### src/rtl/mem_bus_pkg.sv
// rtl/mem_bus_pkg.sv - shared memory map, target indices and FSM states for the data-side bus demux
package mem_bus_pkg;

    typedef enum logic [2:0] {
        IDLE = 3'd0,
        REQ  = 3'd1,
        WAIT = 3'd2,
        RESP = 3'd3,
        ERR  = 3'd4
    } state_t;

    localparam int TGT_A   = 0;
    localparam int TGT_B   = 1;
    localparam int TGT_C   = 2;
    localparam int NUM_TGT = 3;

    // Default memory map: 16 KB data RAM, 16 KB boot ROM, 4 KB peripheral block.
    localparam logic [31:0] DEF_TGT_A_BASE = 32'h0000_0000;
    localparam logic [31:0] DEF_TGT_A_MASK = 32'hFFFF_C000;
    localparam logic [31:0] DEF_TGT_B_BASE = 32'h0001_0000;
    localparam logic [31:0] DEF_TGT_B_MASK = 32'hFFFF_C000;
    localparam logic [31:0] DEF_TGT_C_BASE = 32'h8000_0000;
    localparam logic [31:0] DEF_TGT_C_MASK = 32'hFFFF_F000;

endpackage

### src/rtl/mem_addr_decode.sv
// rtl/mem_addr_decode.sv - combinational address decode to a one-hot target hit with A > B > C priority
module mem_addr_decode
    import mem_bus_pkg::*;
#(
    parameter int                AWIDTH = 32,
    parameter logic [AWIDTH-1:0] A_BASE = AWIDTH'(DEF_TGT_A_BASE),
    parameter logic [AWIDTH-1:0] A_MASK = AWIDTH'(DEF_TGT_A_MASK),
    parameter logic [AWIDTH-1:0] B_BASE = AWIDTH'(DEF_TGT_B_BASE),
    parameter logic [AWIDTH-1:0] B_MASK = AWIDTH'(DEF_TGT_B_MASK),
    parameter logic [AWIDTH-1:0] C_BASE = AWIDTH'(DEF_TGT_C_BASE),
    parameter logic [AWIDTH-1:0] C_MASK = AWIDTH'(DEF_TGT_C_MASK)
) (
    input  logic [AWIDTH-1:0]  addr_i,
    output logic [NUM_TGT-1:0] hit_o,
    output logic               miss_o
);

    logic [NUM_TGT-1:0] raw_hit;

    always_comb begin
        raw_hit[TGT_A] = ((addr_i & A_MASK) == A_BASE);
        raw_hit[TGT_B] = ((addr_i & B_MASK) == B_BASE);
        raw_hit[TGT_C] = ((addr_i & C_MASK) == C_BASE);

        hit_o = '0;
        if (raw_hit[TGT_A]) begin
            hit_o[TGT_A] = 1'b1;
        end else if (raw_hit[TGT_B]) begin
            hit_o[TGT_B] = 1'b1;
        end else if (raw_hit[TGT_C]) begin
            hit_o[TGT_C] = 1'b1;
        end
        miss_o = ~|raw_hit;
    end

endmodule

### src/rtl/mem_bus_demux.sv
// rtl/mem_bus_demux.sv - routes one load/store to one of three targets and returns its response
// One transaction in flight; a target that stalls beyond TIMEOUT cycles gets an error response.
module mem_bus_demux
    import mem_bus_pkg::*;
#(
    parameter int                DWIDTH     = 32,
    parameter int                AWIDTH     = 32,
    parameter logic [AWIDTH-1:0] TGT_A_BASE = AWIDTH'(DEF_TGT_A_BASE),
    parameter logic [AWIDTH-1:0] TGT_A_MASK = AWIDTH'(DEF_TGT_A_MASK),
    parameter logic [AWIDTH-1:0] TGT_B_BASE = AWIDTH'(DEF_TGT_B_BASE),
    parameter logic [AWIDTH-1:0] TGT_B_MASK = AWIDTH'(DEF_TGT_B_MASK),
    parameter logic [AWIDTH-1:0] TGT_C_BASE = AWIDTH'(DEF_TGT_C_BASE),
    parameter logic [AWIDTH-1:0] TGT_C_MASK = AWIDTH'(DEF_TGT_C_MASK),
    parameter int                TIMEOUT    = 16
) (
    input  logic                        Clk,
    input  logic                        Reset,
    input  logic                        Req_Valid,
    output logic                        Req_Ready,
    input  logic [AWIDTH-1:0]           Req_Addr,
    input  logic                        Req_Wr,
    input  logic [DWIDTH-1:0]           Req_Wdata,
    input  logic [DWIDTH/8-1:0]         Req_Be,
    output logic                        Rsp_Valid,
    output logic [DWIDTH-1:0]           Rsp_Rdata,
    output logic                        Rsp_Err,
    output logic [NUM_TGT-1:0]          Tgt_Req_Valid,
    input  logic [NUM_TGT-1:0]          Tgt_Req_Ready,
    output logic [AWIDTH-1:0]           Tgt_Addr,
    output logic                        Tgt_Wr,
    output logic [DWIDTH-1:0]           Tgt_Wdata,
    output logic [DWIDTH/8-1:0]         Tgt_Be,
    input  logic [NUM_TGT-1:0]          Tgt_Rsp_Valid,
    input  logic [NUM_TGT*DWIDTH-1:0]   Tgt_Rsp_Rdata
);

    localparam int              CNT_W    = $clog2(TIMEOUT);
    localparam logic [CNT_W-1:0] CNT_LAST = CNT_W'(TIMEOUT - 1);

    state_t               state_q;
    logic [NUM_TGT-1:0]   sel_q;
    logic [AWIDTH-1:0]    addr_q;
    logic                 wr_q;
    logic [DWIDTH-1:0]    wdata_q;
    logic [DWIDTH/8-1:0]  be_q;
    logic [CNT_W-1:0]     cnt_q;
    logic                 rsp_valid_q;
    logic                 rsp_err_q;
    logic [DWIDTH-1:0]    rsp_rdata_q;

    logic [NUM_TGT-1:0]   dec_hit;
    logic                 dec_miss;
    logic                 sel_ready;
    logic                 sel_rsp;
    logic [DWIDTH-1:0]    sel_rdata;
    logic                 expired;

    mem_addr_decode #(
        .AWIDTH (AWIDTH),
        .A_BASE (TGT_A_BASE),
        .A_MASK (TGT_A_MASK),
        .B_BASE (TGT_B_BASE),
        .B_MASK (TGT_B_MASK),
        .C_BASE (TGT_C_BASE),
        .C_MASK (TGT_C_MASK)
    ) u_decode (
        .addr_i (Req_Addr),
        .hit_o  (dec_hit),
        .miss_o (dec_miss)
    );

    // Only the selected target's handshakes matter; the others are masked off by sel_q.
    always_comb begin
        sel_ready = |(Tgt_Req_Ready & sel_q);
        sel_rsp   = |(Tgt_Rsp_Valid & sel_q);
        sel_rdata = '0;
        for (int k = 0; k < NUM_TGT; k++) begin
            if (sel_q[k]) begin
                sel_rdata = sel_rdata | Tgt_Rsp_Rdata[k*DWIDTH +: DWIDTH];
            end
        end
        expired = (cnt_q == CNT_LAST);
    end

    always_ff @(posedge Clk or posedge Reset) begin
        if (Reset) begin
            state_q     <= IDLE;
            sel_q       <= '0;
            addr_q      <= '0;
            wr_q        <= 1'b0;
            wdata_q     <= '0;
            be_q        <= '0;
            cnt_q       <= '0;
            rsp_valid_q <= 1'b0;
            rsp_err_q   <= 1'b0;
            rsp_rdata_q <= '0;
        end else begin
            rsp_valid_q <= 1'b0;
            rsp_err_q   <= 1'b0;
            rsp_rdata_q <= '0;
            case (state_q)
                IDLE: begin
                    if (Req_Valid) begin
                        addr_q  <= Req_Addr;
                        wr_q    <= Req_Wr;
                        wdata_q <= Req_Wdata;
                        be_q    <= Req_Be;
                        sel_q   <= dec_hit;
                        cnt_q   <= '0;
                        if (dec_miss) begin
                            state_q     <= ERR;
                            rsp_valid_q <= 1'b1;
                            rsp_err_q   <= 1'b1;
                        end else begin
                            state_q <= REQ;
                        end
                    end
                end
                REQ: begin
                    cnt_q <= cnt_q + CNT_W'(1);
                    if (sel_ready) begin
                        state_q <= WAIT;
                    end else if (expired) begin
                        state_q     <= ERR;
                        rsp_valid_q <= 1'b1;
                        rsp_err_q   <= 1'b1;
                    end
                end
                WAIT: begin
                    cnt_q <= cnt_q + CNT_W'(1);
                    if (sel_rsp) begin
                        state_q     <= RESP;
                        rsp_valid_q <= 1'b1;
                        rsp_rdata_q <= wr_q ? '0 : sel_rdata;
                    end else if (expired) begin
                        state_q     <= ERR;
                        rsp_valid_q <= 1'b1;
                        rsp_err_q   <= 1'b1;
                    end
                end
                RESP:    state_q <= IDLE;
                ERR:     state_q <= IDLE;
                default: state_q <= IDLE;
            endcase
        end
    end

    assign Req_Ready     = (state_q == IDLE);
    assign Tgt_Req_Valid = (state_q == REQ) ? sel_q : '0;
    assign Tgt_Addr      = addr_q;
    assign Tgt_Wr        = wr_q;
    assign Tgt_Wdata     = wdata_q;
    assign Tgt_Be        = be_q;
    assign Rsp_Valid     = rsp_valid_q;
    assign Rsp_Err       = rsp_err_q;
    assign Rsp_Rdata     = rsp_rdata_q;

endmodule

### config.mk
export PLATFORM = sky130hd
export DESIGN_NAME = mem_bus_demux
export DESIGN_NICKNAME = d
export VERILOG_FILES = /design/src/rtl/mem_bus_pkg.sv /design/src/rtl/mem_addr_decode.sv /design/src/rtl/mem_bus_demux.sv
export SDC_FILE = /design/constraint.sdc
export NUM_CORES = 1
export LEC_CHECK = 0
export CORE_UTILIZATION = 37
export DETAILED_ROUTE_END_ITERATION = 12
export GPL_TIMING_DRIVEN = 1
export PLACE_DENSITY = 0.87
export SETUP_SLACK_MARGIN = 0.3
export SLEW_MARGIN = 10
export SYNTH_ARGS = -nofsm -noshare
export SYNTH_HDL_FRONTEND = slang
export SYNTH_SLANG_ARGS = --single-unit
### constraint.sdc
create_clock -name Clk -period 4.2 [get_ports Clk]
set_input_delay 0.42 -clock Clk [delete_from_list [all_inputs] [get_ports Clk]]
set_output_delay 0.42 -clock Clk [all_outputs]
set_load 0.02 [all_outputs]
# --- Yosys cells after proc, flatten, opt, wreduce, memory -nomap -nowiden ---
# Index checks and enable logic that the tools add are counted.
word_totals:
  wordCells: 58
  input_bits: 174
  ff_bits: 113
classes:
  muxes: 28
  n_reduce_logical: 9
  addsub: 1
  eq_ne: 6
  n_bitwise: 4
op_table:
  columns: ["op", "n"]
  rows:
  - ["$mux 32", 6]
  - ["$or 32x32->32", 2]
  - ["$logic_not 32->1", 1]
  - ["$eq 20x20->1 const B", 1]
  - ["$eq 18x3->1 const B", 1]
  - ["$mux 3", 6]
  - ["$mux 1", 10]
  - ["$pmux 3 s3", 1]
  - ["$reduce_or 3->1", 3]
  - ["$pmux 4 s2", 1]
  - ["$and 3x3->3", 2]
  - ["$pmux 1 s3", 2]
  - ["$add 4x1->4 const B", 1]
  - ["$eq 4x4->1 const B", 1]
  - ["$mux 4", 1]
  - ["$reduce_and 2->1", 2]
  - ["$eq 3x1->1 const B", 1]
  - ["$eq 3x2->1 const B", 1]
  - ["$logic_not 3->1", 1]
  - ["$mux 2", 1]
  - ["$ne 2x2->1 const B", 1]
  - ["$reduce_bool 2->1", 1]
  - ["$reduce_or 2->1", 1]

# --- Longest topological paths before layout ---
logic_depth:
  word_depth: 8
  depth_mapped: 7
  depth_no_buf: 5

# --- Cells and area by module ---
# A second synthesis with hierarchy kept.
hier_totals:
  hier_cells: 478
  area_unflattened_um2: 4610.7
modules_own_cells:
  columns: ["mod", "cells_each", "area_per_inst_um2", "instances"]
  rows:
  - ["mem_bus_demux", 467, 4538.1, 1]
  - ["mem_addr_decode", 11, 72.6, 1]

# --- Worst setup path after synthesis ---
# Ideal clock, no wire load.
synth_path:
  path_type: "flip-flop to flip-flop"
  start: "register state_q[1]"
  end: "register addr_q[0], in the netlist Tgt_Addr[0]"
  synth_period_minus_slack_ns: 1.630
  setup_time_ns: 0.117
  required_time_ns: 4.083
  setup_slack_ns: 2.570
  path_buffers: 3
  stages_incl_launch_ff: 8
  arrival_time_ns: 1.513
  path_cell_list: "dfrtp_1 -> buf_2 -> nor3_2 -> nand2_1 -> buf_2 -> clkbuf_1 -> nand2_1 -> nand2_1"
synth_between:
  elab_chain_len: 2
synth_lines:
  columns: ["item", "line", "source"]
  rows:
  - ["start: declaration", "mem_bus_demux.sv:40", "state_t state_q;"]
  - ["start signal: assignment", "mem_bus_demux.sv:87", "state_q <= IDLE;"]
  - ["start signal: assignment", "mem_bus_demux.sv:111", "state_q <= ERR;"]
  - ["start signal: assignment", "mem_bus_demux.sv:115", "state_q <= REQ;"]
  - ["$logic_not 3->1", null, null]
  - ["net Req_Ready", "mem_bus_demux.sv:19", "output logic Req_Ready,"]
  - ["$reduce_and 2->1 (no line)", null, null]
  - ["end signal: assignment", "mem_bus_demux.sv:104", "addr_q <= Req_Addr;"]
  - ["end: declaration", "mem_bus_demux.sv:42", "logic [AWIDTH-1:0] addr_q;"]
# The timed path passes the listed nets, and every way through them passes these cells.
# A chain may end at the register's enable or synchronous reset.

# --- Worst setup path in the final report ---
layout_path:
  start: "register state_q[0]"
  end: "output port Tgt_Req_Valid[1]"
layout_between:
  elab_chain_len: 2
layout_lines:
  columns: ["item", "line", "source"]
  rows:
  - ["$eq 3x1->1", "mem_bus_demux.sv:149", "assign Tgt_Req_Valid = (state_q == REQ) ? sel_q : '0;"]
  - ["$mux 3", "mem_bus_demux.sv:149", null]
  - ["end: declaration", "mem_bus_demux.sv:27", "output logic [NUM_TGT-1:0] Tgt_Req_Valid,"]
# No other way between the ends.

==> results.yml <==
run_status:
  run_status: "finished, final reports clean"
setup_path:
  path_buf_inv: 1
  worst-setup-path-type: "flop to output pin"
  r2r_cells: 5
  crit_family: "simple AND/OR/NAND/NOR gates"
  crit_slowest_cell: "dfrtp_1"
  cp.required_ns: 3.78
  worstSetupEndpointType: "output pin"
  r2r-end: "Tgt_Wdata[28]"
  worstReg2RegStart: "state_q[0]"
  crit_path_max_incr_delay_ns: 0.62
  cp_data_arrival_time_ns: 2.38
  crit_path_start_kind: "flop"
  crit_chain: "nor3b_1 -> and2_1 -> clkdlybuf4s50_1"
  critPathMaxFanout: 15
  r2r_slack_ns: 1.84
worst_hold_path:
  holdPathEnd: "Tgt_Wdata[26]"
  holdCritPathClass: "flop to flop"
  whs_path_depth: 2
  holdCritStartpoint: "Tgt_Wdata[26]"
clock_tree:
  cts_buffers: 17
  ctsHoldBuffers: 0
  htree_levels: 4
  clk_pin_slew_worst_paths_ns: 0.06
  cts_tree: "yes"
  cts_buffer_depth: 2
  cts_sinks: 113
  clock_latency_ns: 0.41
  cts_setup_buffers: 0
  post_cts_resized: 0
  cts-root-buf: "clkbuf_16"
global_routing:
  antenna_found_initial: 0
  grt_max_degree: 71
  grt.overflow.total: 0
  grt_pass1_vias: 4939
  groute.usage.overall_pct: 25.5
  grt_pass1_wl_um: 25200
floorplan:
  io_pins: 281
  fp.dieW_um: 114
  die_area_um2: 13000
  die_y_um: 114
  rows: 40
  start_util_pct: 38.4
  core_area_um2: 12100
logic_synthesis:
  yosysWarnings: 0
  synth.distinct_cells: 34
  ys_ff_latch: 113
  syn_area_um2: 4650
  synthFlopType: "dfrtp_1"
  syn_area_per_cell_um2: 9.57
  synth_fp_nets: 661
  syn_inst: 486
  synth_edf_count: 0
  ys_async_sr_fraction_pct: 100
  synth.yosys.seq_area_share_pct: 60.8
placed_design:
  io_buffer_count: 280
  hpwlAfterDp_um: 11900
  place_inst: 907
  gp_congestion: 0.842
drt:
  route.vias.total: 4737
  first_pass_iters: 6
  avgViaCountPerCell: 5.04
  first_iter_violations: 454
  antenna_left: 0
  drt_wl_total_um: 16500
  drcViolationCount: 0
  wl_per_cell_um: 17.5
final_layout:
  area_growth_syn_to_layout_pct: 73.8
  fin_util_pct: 66.7
  diodes: 0
  layout.cells.non_filler: 939
  final_cell_mix: "clkdlybuf4s50_1, nand2_1, dfrtp_1"
  drive_above_1_share_pct: 5.84
  fin_nets: 933
  final_common_cell: "clkdlybuf4s50_1"
sta:
  worst_slew_pin_slew_ns: 0.971
  grt_setup_unrepaired: "false"
  post-route-period-util_pct: 66.6
  hold_slack_ns: 0.471
  fin_tns_setup_ns: 0
  setup_viol: 0
  period_needed_ns: 2.80
  slew_viol_final: 0
  fin_worst_skew_ns: 0.00667
  fmax_mhz: 358
  slew_headroom_pct: 35.3
  hold_viol: 0
power:
  ir_drop_mv: 0.202
  p_leak_nw: 3.61
  power_density_nw_per_um2: 391
flow_run:
  cap_viol_max_count: 0
-- cell type report --
cell class / count / area [um^2]
Clock buffer: 20 / 457
Clock inverter: 12 / 87.6
Fill cell: 933 / 4030
Inverter: 2 / 10.0
Multi-Input combinational cell: 337 / 1640
Sequential cell: 113 / 2830
Tap cell: 168 / 210
Timing Repair Buffer: 287 / 2860
-- flip-flops by register name (all words and copies together), names as in the netlist --
| name | count |
|---|---|
| Rsp_Rdata | 32 |
| Tgt_Addr | 32 |
| Tgt_Wdata | 32 |
| Tgt_Be | 4 |
| cnt_q | 4 |
| sel_q | 3 |
| state_q | 3 |
| Rsp_Err | 1 |
| Rsp_Valid | 1 |
| Tgt_Wr | 1 |
-- cell usage after synthesis, types with 4 or more instances --
| master | count | share of area (%) |
|---|---|---|
| nand2_1 | 214 | 17 |
| dfrtp_1 | 113 | 61 |
| nor2_1 | 37 | 3.0 |
| a222oi_1 | 34 | 7.3 |
| clkbuf_1 | 17 | 1.4 |
| buf_2 | 11 | 1.2 |
| a21oi_1 | 8 | 0.86 |
| and2_1 | 5 | 0.67 |
| buf_6 | 5 | 1.2 |
| o21ai_0 | 5 | 0.54 |
| nor3b_1 | 4 | 0.65 |
| nor4_1 | 4 | 0.54 |
-- per-layer routing --
metal | global-route usage [%] | up-vias | routed length, um
met5 | 0 | - | 0
met4 | 10.8 | 0 | 425
met3 | 8.68 | 31 | 1560
met2 | 44.8 | 260 | 8380
met1 | 28.1 | 2260 | 6090
li1 | - | 2186 | -
-- cells by family (layout without fill, tap and decap cells) --
logic type	count (synthesis)	in the layout	share of synthesized area, %
flip-flops	113	113	60.8
AO/OA/AOI/OAI	59	59	10.7
adder cells (fa/ha/maj)	1	1	0.269
buffers and inverters	36	321	4.09
AND/OR/NAND/NOR	276	276	23.9
XOR/XNOR	1	1	0.188
-- worst min-delay path, stage by stage, from the launching register on --
cell and delay, ns:
dfrtp_1 0.34, nand2_1 0.05, nand2_1 0.05
-- per-stage QoR --
step,instance area (um^2),power [mW],worst slack (ns)
floorplan,4650,1.48,0.793
CTS,8080,3.19,1.36
global route,8080,3.29,1.23
finish,8080,3.16,1.40
detailed placement,7540,1.88,1.73
global placement,7540,1.86,1.80
-- how the worst max path moves through the flow --
stage                     from               end  slack (ns)  depth (start not counted)
floorplan                Reset           Rsp_Err        0.79                          1
global placement     Req_Valid     Tgt_Wdata[26]        1.80                          5
detailed placement   Req_Valid     Tgt_Wdata[24]        1.73                          5
CTS                 state_q[0]  Tgt_Req_Valid[1]        1.36                          3
global route        state_q[0]  Tgt_Req_Valid[2]        1.23                          3
finish              state_q[0]  Tgt_Req_Valid[1]        1.40                          3
-- power breakdown --
part	internal, mW	switching, mW	leakage [nW]
logic	0.332	0.296	1.90
registers	1.18	0.0542	1.46
clock network	0.783	0.519	0.254
total	2.29	0.870	3.61
Power figures use the tool's default switching activity.
